File: src/rtl/uart_tx_byte.sv
// UART transmitter: one byte per request, 8 data bits LSB first, 1 or 2 stop bits.
// All outputs are registered; reset aborts any frame and returns the line high.
module uart_tx_byte #(
    parameter int CLKS_PER_BIT = 868,
    parameter int STOP_BITS    = 1
) (
    input  logic       i_clk,
    input  logic       i_rst_n,
    input  logic       i_tx_byte_rdy,
    input  logic [7:0] i_tx_byte,
    output logic       o_tx_serial,
    output logic       o_tx_busy,
    output logic       o_tx_done
);

    localparam int              CNT_W     = $clog2(CLKS_PER_BIT);
    localparam logic [CNT_W-1:0] LAST_CNT = CNT_W'(CLKS_PER_BIT - 1);
    localparam logic [2:0]      LAST_STOP = 3'(STOP_BITS - 1);

    localparam logic [1:0] IDLE  = 2'd0;
    localparam logic [1:0] START = 2'd1;
    localparam logic [1:0] DATA  = 2'd2;
    localparam logic [1:0] STOP  = 2'd3;

    logic [1:0]       state;
    logic [CNT_W-1:0] clk_cnt;
    logic [2:0]       bit_idx;
    logic [7:0]       shift_reg;
    logic             bit_end;

    assign bit_end = (clk_cnt == LAST_CNT);

    always_ff @(posedge i_clk or negedge i_rst_n) begin
        if (!i_rst_n) begin
            state       <= IDLE;
            clk_cnt     <= '0;
            bit_idx     <= '0;
            shift_reg   <= '0;
            o_tx_serial <= 1'b1;
            o_tx_busy   <= 1'b0;
            o_tx_done   <= 1'b0;
        end else begin
            o_tx_done <= 1'b0;
            case (state)
                IDLE: begin
                    clk_cnt     <= '0;
                    bit_idx     <= '0;
                    o_tx_serial <= 1'b1;
                    o_tx_busy   <= 1'b0;
                    if (i_tx_byte_rdy) begin
                        shift_reg   <= i_tx_byte;
                        state       <= START;
                        o_tx_serial <= 1'b0;
                        o_tx_busy   <= 1'b1;
                    end
                end
                START: begin
                    if (bit_end) begin
                        clk_cnt     <= '0;
                        state       <= DATA;
                        o_tx_serial <= shift_reg[0];
                    end else begin
                        clk_cnt <= clk_cnt + CNT_W'(1);
                    end
                end
                DATA: begin
                    if (bit_end) begin
                        clk_cnt <= '0;
                        if (bit_idx == 3'd7) begin
                            bit_idx     <= '0;
                            state       <= STOP;
                            o_tx_serial <= 1'b1;
                        end else begin
                            // Bit 0 sits in shift_reg[0]; the next bit is always one place up.
                            bit_idx     <= bit_idx + 3'd1;
                            shift_reg   <= {1'b0, shift_reg[7:1]};
                            o_tx_serial <= shift_reg[1];
                        end
                    end else begin
                        clk_cnt <= clk_cnt + CNT_W'(1);
                    end
                end
                STOP: begin
                    if (bit_end) begin
                        clk_cnt <= '0;
                        // bit_idx is reused to count stop bits.
                        if (bit_idx == LAST_STOP) begin
                            bit_idx   <= '0;
                            state     <= IDLE;
                            o_tx_busy <= 1'b0;
                            o_tx_done <= 1'b1;
                        end else begin
                            bit_idx <= bit_idx + 3'd1;
                        end
                    end else begin
                        clk_cnt <= clk_cnt + CNT_W'(1);
                    end
                end
                default: state <= IDLE;
            endcase
        end
    end

endmodule
File: config.mk
export PLATFORM = sky130hd
export DESIGN_NAME = uart_tx_byte
export DESIGN_NICKNAME = d
export VERILOG_FILES = /design/src/rtl/uart_tx_byte.sv
export SDC_FILE = /design/constraint.sdc
export NUM_CORES = 1
export LEC_CHECK = 0
export BUFFER_PORTS_ARGS = -buffer_cell sky130_fd_sc_hd__buf_2
export CORE_MARGIN = 2
export CORE_UTILIZATION = 40
export DETAILED_ROUTE_END_ITERATION = 12
export HOLD_SLACK_MARGIN = 0.06
export PLACE_DENSITY = 0.68
export SKIP_LAST_GASP = 1
export SLEW_MARGIN = 25
export SYNTH_ARGS = -nofsm -noshare
export SYNTH_HDL_FRONTEND = slang
export SYNTH_SLANG_ARGS = --single-unit
File: constraint.sdc
create_clock -name i_clk -period 3.2 [get_ports i_clk]
set_clock_uncertainty 0.1 [all_clocks]
set_input_delay 0.32 -clock i_clk [delete_from_list [all_inputs] [get_ports i_clk]]
set_output_delay 0.32 -clock i_clk [all_outputs]
set_load 0.02 [all_outputs]
==> key figures <==
Route
  • M1 WL: 1310 µm
  • First-pass iteration count of the detailed router: 4
  • Initial drt markers: 39
  • Residual DRC: 0
  • Via count: about 1,100
  • Met3 wire length: roughly 90 µm
  • DR top layer: met4
  • Drt via density: about 5.3
  • Post-DRT Antenna Nets: 0
  • Metal2 WL: ~1300 µm
  • WL final: roughly 2800 µm
  • WL per Instance: 13.5 µm

Timing
  • Final hold slack: between 200 and 250 ps
  • Worst slew pin tran: 581 ps
  • Final Worst Setup Slack: between 800 and 900 ps
  • Final Hold Vio Count: 0
  • Final Max Slew Viols: 0
  • Total negative slack: 0 ps
  • F_max: around 420 MHz
  • Worst slew margin: 0.612
  • Endpoints failing setup: 0
  • Crit path time final: approximately 2400 ps
  • Final Cycle Share: 0.746
  • Unrepaired setup endpoints after global routing: no

Critical path
  • Slowest cell on crit path: ha_1
  • RR Startpoint: state[0]
  • Crit-path max cell delay: ~500 ps
  • Crit path cell chain: inv_1 -> ha_1 -> inv_1 -> nor3_1 -> a32o_2 -> mux2_4
  • CP startpoint kind: flop
  • R2R setup slack: 810 ps
  • Critical Path End Type: flop
  • Reg2reg path depth: 6
  • Arr. time, crit path: roughly 2500 ps
  • Worst EP required: 3260 ps
  • CP Class: flop to flop
  • Reg-to-Reg End: shift_reg[0]
  • Most used cell, CP: inv_1
  • Crit path max fanout: 13

Final layout
  • Layout cells sized above 1: 0.261
  • Final std cells w/o fill: roughly 210
  • Max reg flops: 10
  • Fin area: 1700 µm²
  • Final net count: approximately 180
  • Diode count: 0
  • Area Overhead vs Synth: 9.42%

Pwr
  • LEAKAGE: around 0.79 nW
  • Pwr dens: 315 nW/µm²
  • Worst vdd rail ir drop: around 180 µV

Die
  • Core Region: around 3700 µm²
  • Initial core utilization: 0.421
  • Chip Height: between 60 and 70 µm
  • # rows: 22
  • I/O pin cnt: 14
  • Die area: 4400 µm²
  • Die Wd: ~66 µm

Synthesis
  • Synth async-reset ratio: 1.00
  • Syn nets: between 150 and 200
  • Post-synth cell types: 42
  • YS warnings: 0
  • Sequential area share after synthesis: 0.419
  • Cell Area, Synth: approximately 1600 µm²
  • Number of enable flip-flop cells after synthesis: 0
  • Synth Instances: about 140
  • Synth Register Bits: 26
  • Avg Cell Area, Syn: between 10 and 15 µm²
  • Ys flop type: dfrtp_1

Worst hold path
  • Worst min path class: input port to flop
  • Hold Startpoint: i_tx_byte[7]
  • WHS Endpoint: shift_reg[7]
  • Hold depth: 3

Global route
  • Largest net degree at the start of global routing: 27
  • GRT Overall Usage: 0.147
  • First-pass GRT wire length: 4840 µm
  • Global route total overflow: 0
  • Initial antenna violation count: 0
  • Vias in the first global route: between 1,000 and 1,500

Clock tree
  • Root buffer cell: clkbuf_8
  • Clk sinks: 26
  • H-tree lvl count: 1
  • CTS buffer count: 3
  • Post-cts sizing count: 0
  • Clk Latency, worst-skew pair: between 200 and 300 ps
  • TritonCTS clock tree: yes
  • CTS max path bufs: 2
  • Clock-pin slew on the worst setup and hold paths: roughly 80 ps

Placed design
  • Placed inst area: 1650 µm²
  • Port buffer count: 13
  • HPWL after DPL: 2040 µm
  • Setup WS pre-CTS: between 800 and 900 ps
  • Routability cong.: between 0.9 and 1
  • Placed cells: 200

Outcome
  • Outcome: completed

Flow run
  • Max Cap Viol: 0
[how the worst max path moves through the flow]
stage | startpoint | endpoint | cells after the start
floorplan | state[0] | state[1] | 6
global placement | state[0] | state[1] | 6
detailed placement | state[0] | shift_reg[0] | 6
CTS | state[0] | shift_reg[2] | 6
global route | state[0] | shift_reg[2] | 6
finish | state[0] | shift_reg[0] | 6
[cells in the final DEF (no fill, tap or decap), drive strengths merged, types with 2 or more instances in the layout]
cell type	count
xnor2	5
xor2	3
nor2b	4
or2	2
inv	8
buf	13
nand4	3
and3	3
nor2	16
dfrtp	25
nand2b	2
nand2	7
mux2i	2
o21ai	4
clkbuf	4
nor3	5
mux2	16
nand3	4
a21oi	3
a41oi	2
ha	10
[routing by layer]
metal,global-route usage,vias up
met1,0.185,531
met5,0,-
met4,0.0765,0
met3,0.0273,4
met2,0.238,14
li1,-,532
[worst max-delay path: cells and delay by family (launching register included)]
family | cells | cell delay (ps)
buffers and inverters | 2 | 300
and+or+nand+nor | 1 | 230
muxes | 1 | 340
AOI/OAI and AO/OA | 1 | 340
adders and majority gates | 1 | 500
DFF | 1 | 470
[synthesized netlist by cell type, types with 2 or more instances]
master    instances  share of area
nor2_1           16          0.039
dfrtp_1          25           0.40
nand4_1           3          0.012
nand2_1           7          0.017
mux2i_1           2          0.013
nor2b_1           4          0.016
mux2_4            7          0.068
nor3_1            4          0.013
nand3_1           4          0.013
buf_6             2          0.014
clkbuf_1          2         0.0048
a41oi_1           2          0.011
o21ai_0           4          0.013
inv_1             8          0.019
mux2_2            9          0.065
xor2_1            3          0.017
nand2b_1          2         0.0081
ha_1             10          0.081
xnor2_1           5          0.028
a21oi_1           3         0.0097
[metrics by stage]
step,utilization,power (mW)
global route,0.461,0.567
CTS,0.461,0.542
global placement,0.446,0.352
floorplan,-,0.339
detailed placement,0.446,0.353
finish,0.461,0.535
[report_power, final]
part	switching, mW	internal, mW	total, mW
sequential	0	0.328	0.328
combinational	0.00975	0.00852	0.0183
clock	0.0992	0.0892	0.188
[logic make-up (layout without fill, tap and decap cells)]
family	count (synthesis)	in the layout	synth area share
xor gates and xnor gates	8	8	0.0451
adders and majority gates	10	10	0.0805
and+or+nand+nor	51	51	0.182
muxes	18	18	0.146
AOI/OAI and AO/OA	18	18	0.0862
buffers and inverters	13	26	0.0411
DFF	26	26	0.419
[timing repair]
action	4_1_cts	5_1_grt
hold endpoints to repair	25	0
hold buffers	1	0
buffers inserted	0	0
endpoints found under the setup margin	0	0
[area by class of cell]
| cell class | count | area [µm²] |
|---|---|---|
| multi-input cells | 105 | 838 |
| fillers | 344 | 1990 |
| well taps | 48 | 60.1 |
| flip-flops and latches | 26 | 652 |
| repair buffers | 14 | 75.1 |
| inverters | 8 | 30.0 |
| clock buffers | 4 | 45.0 |
(Power assumes the default switching activity.)
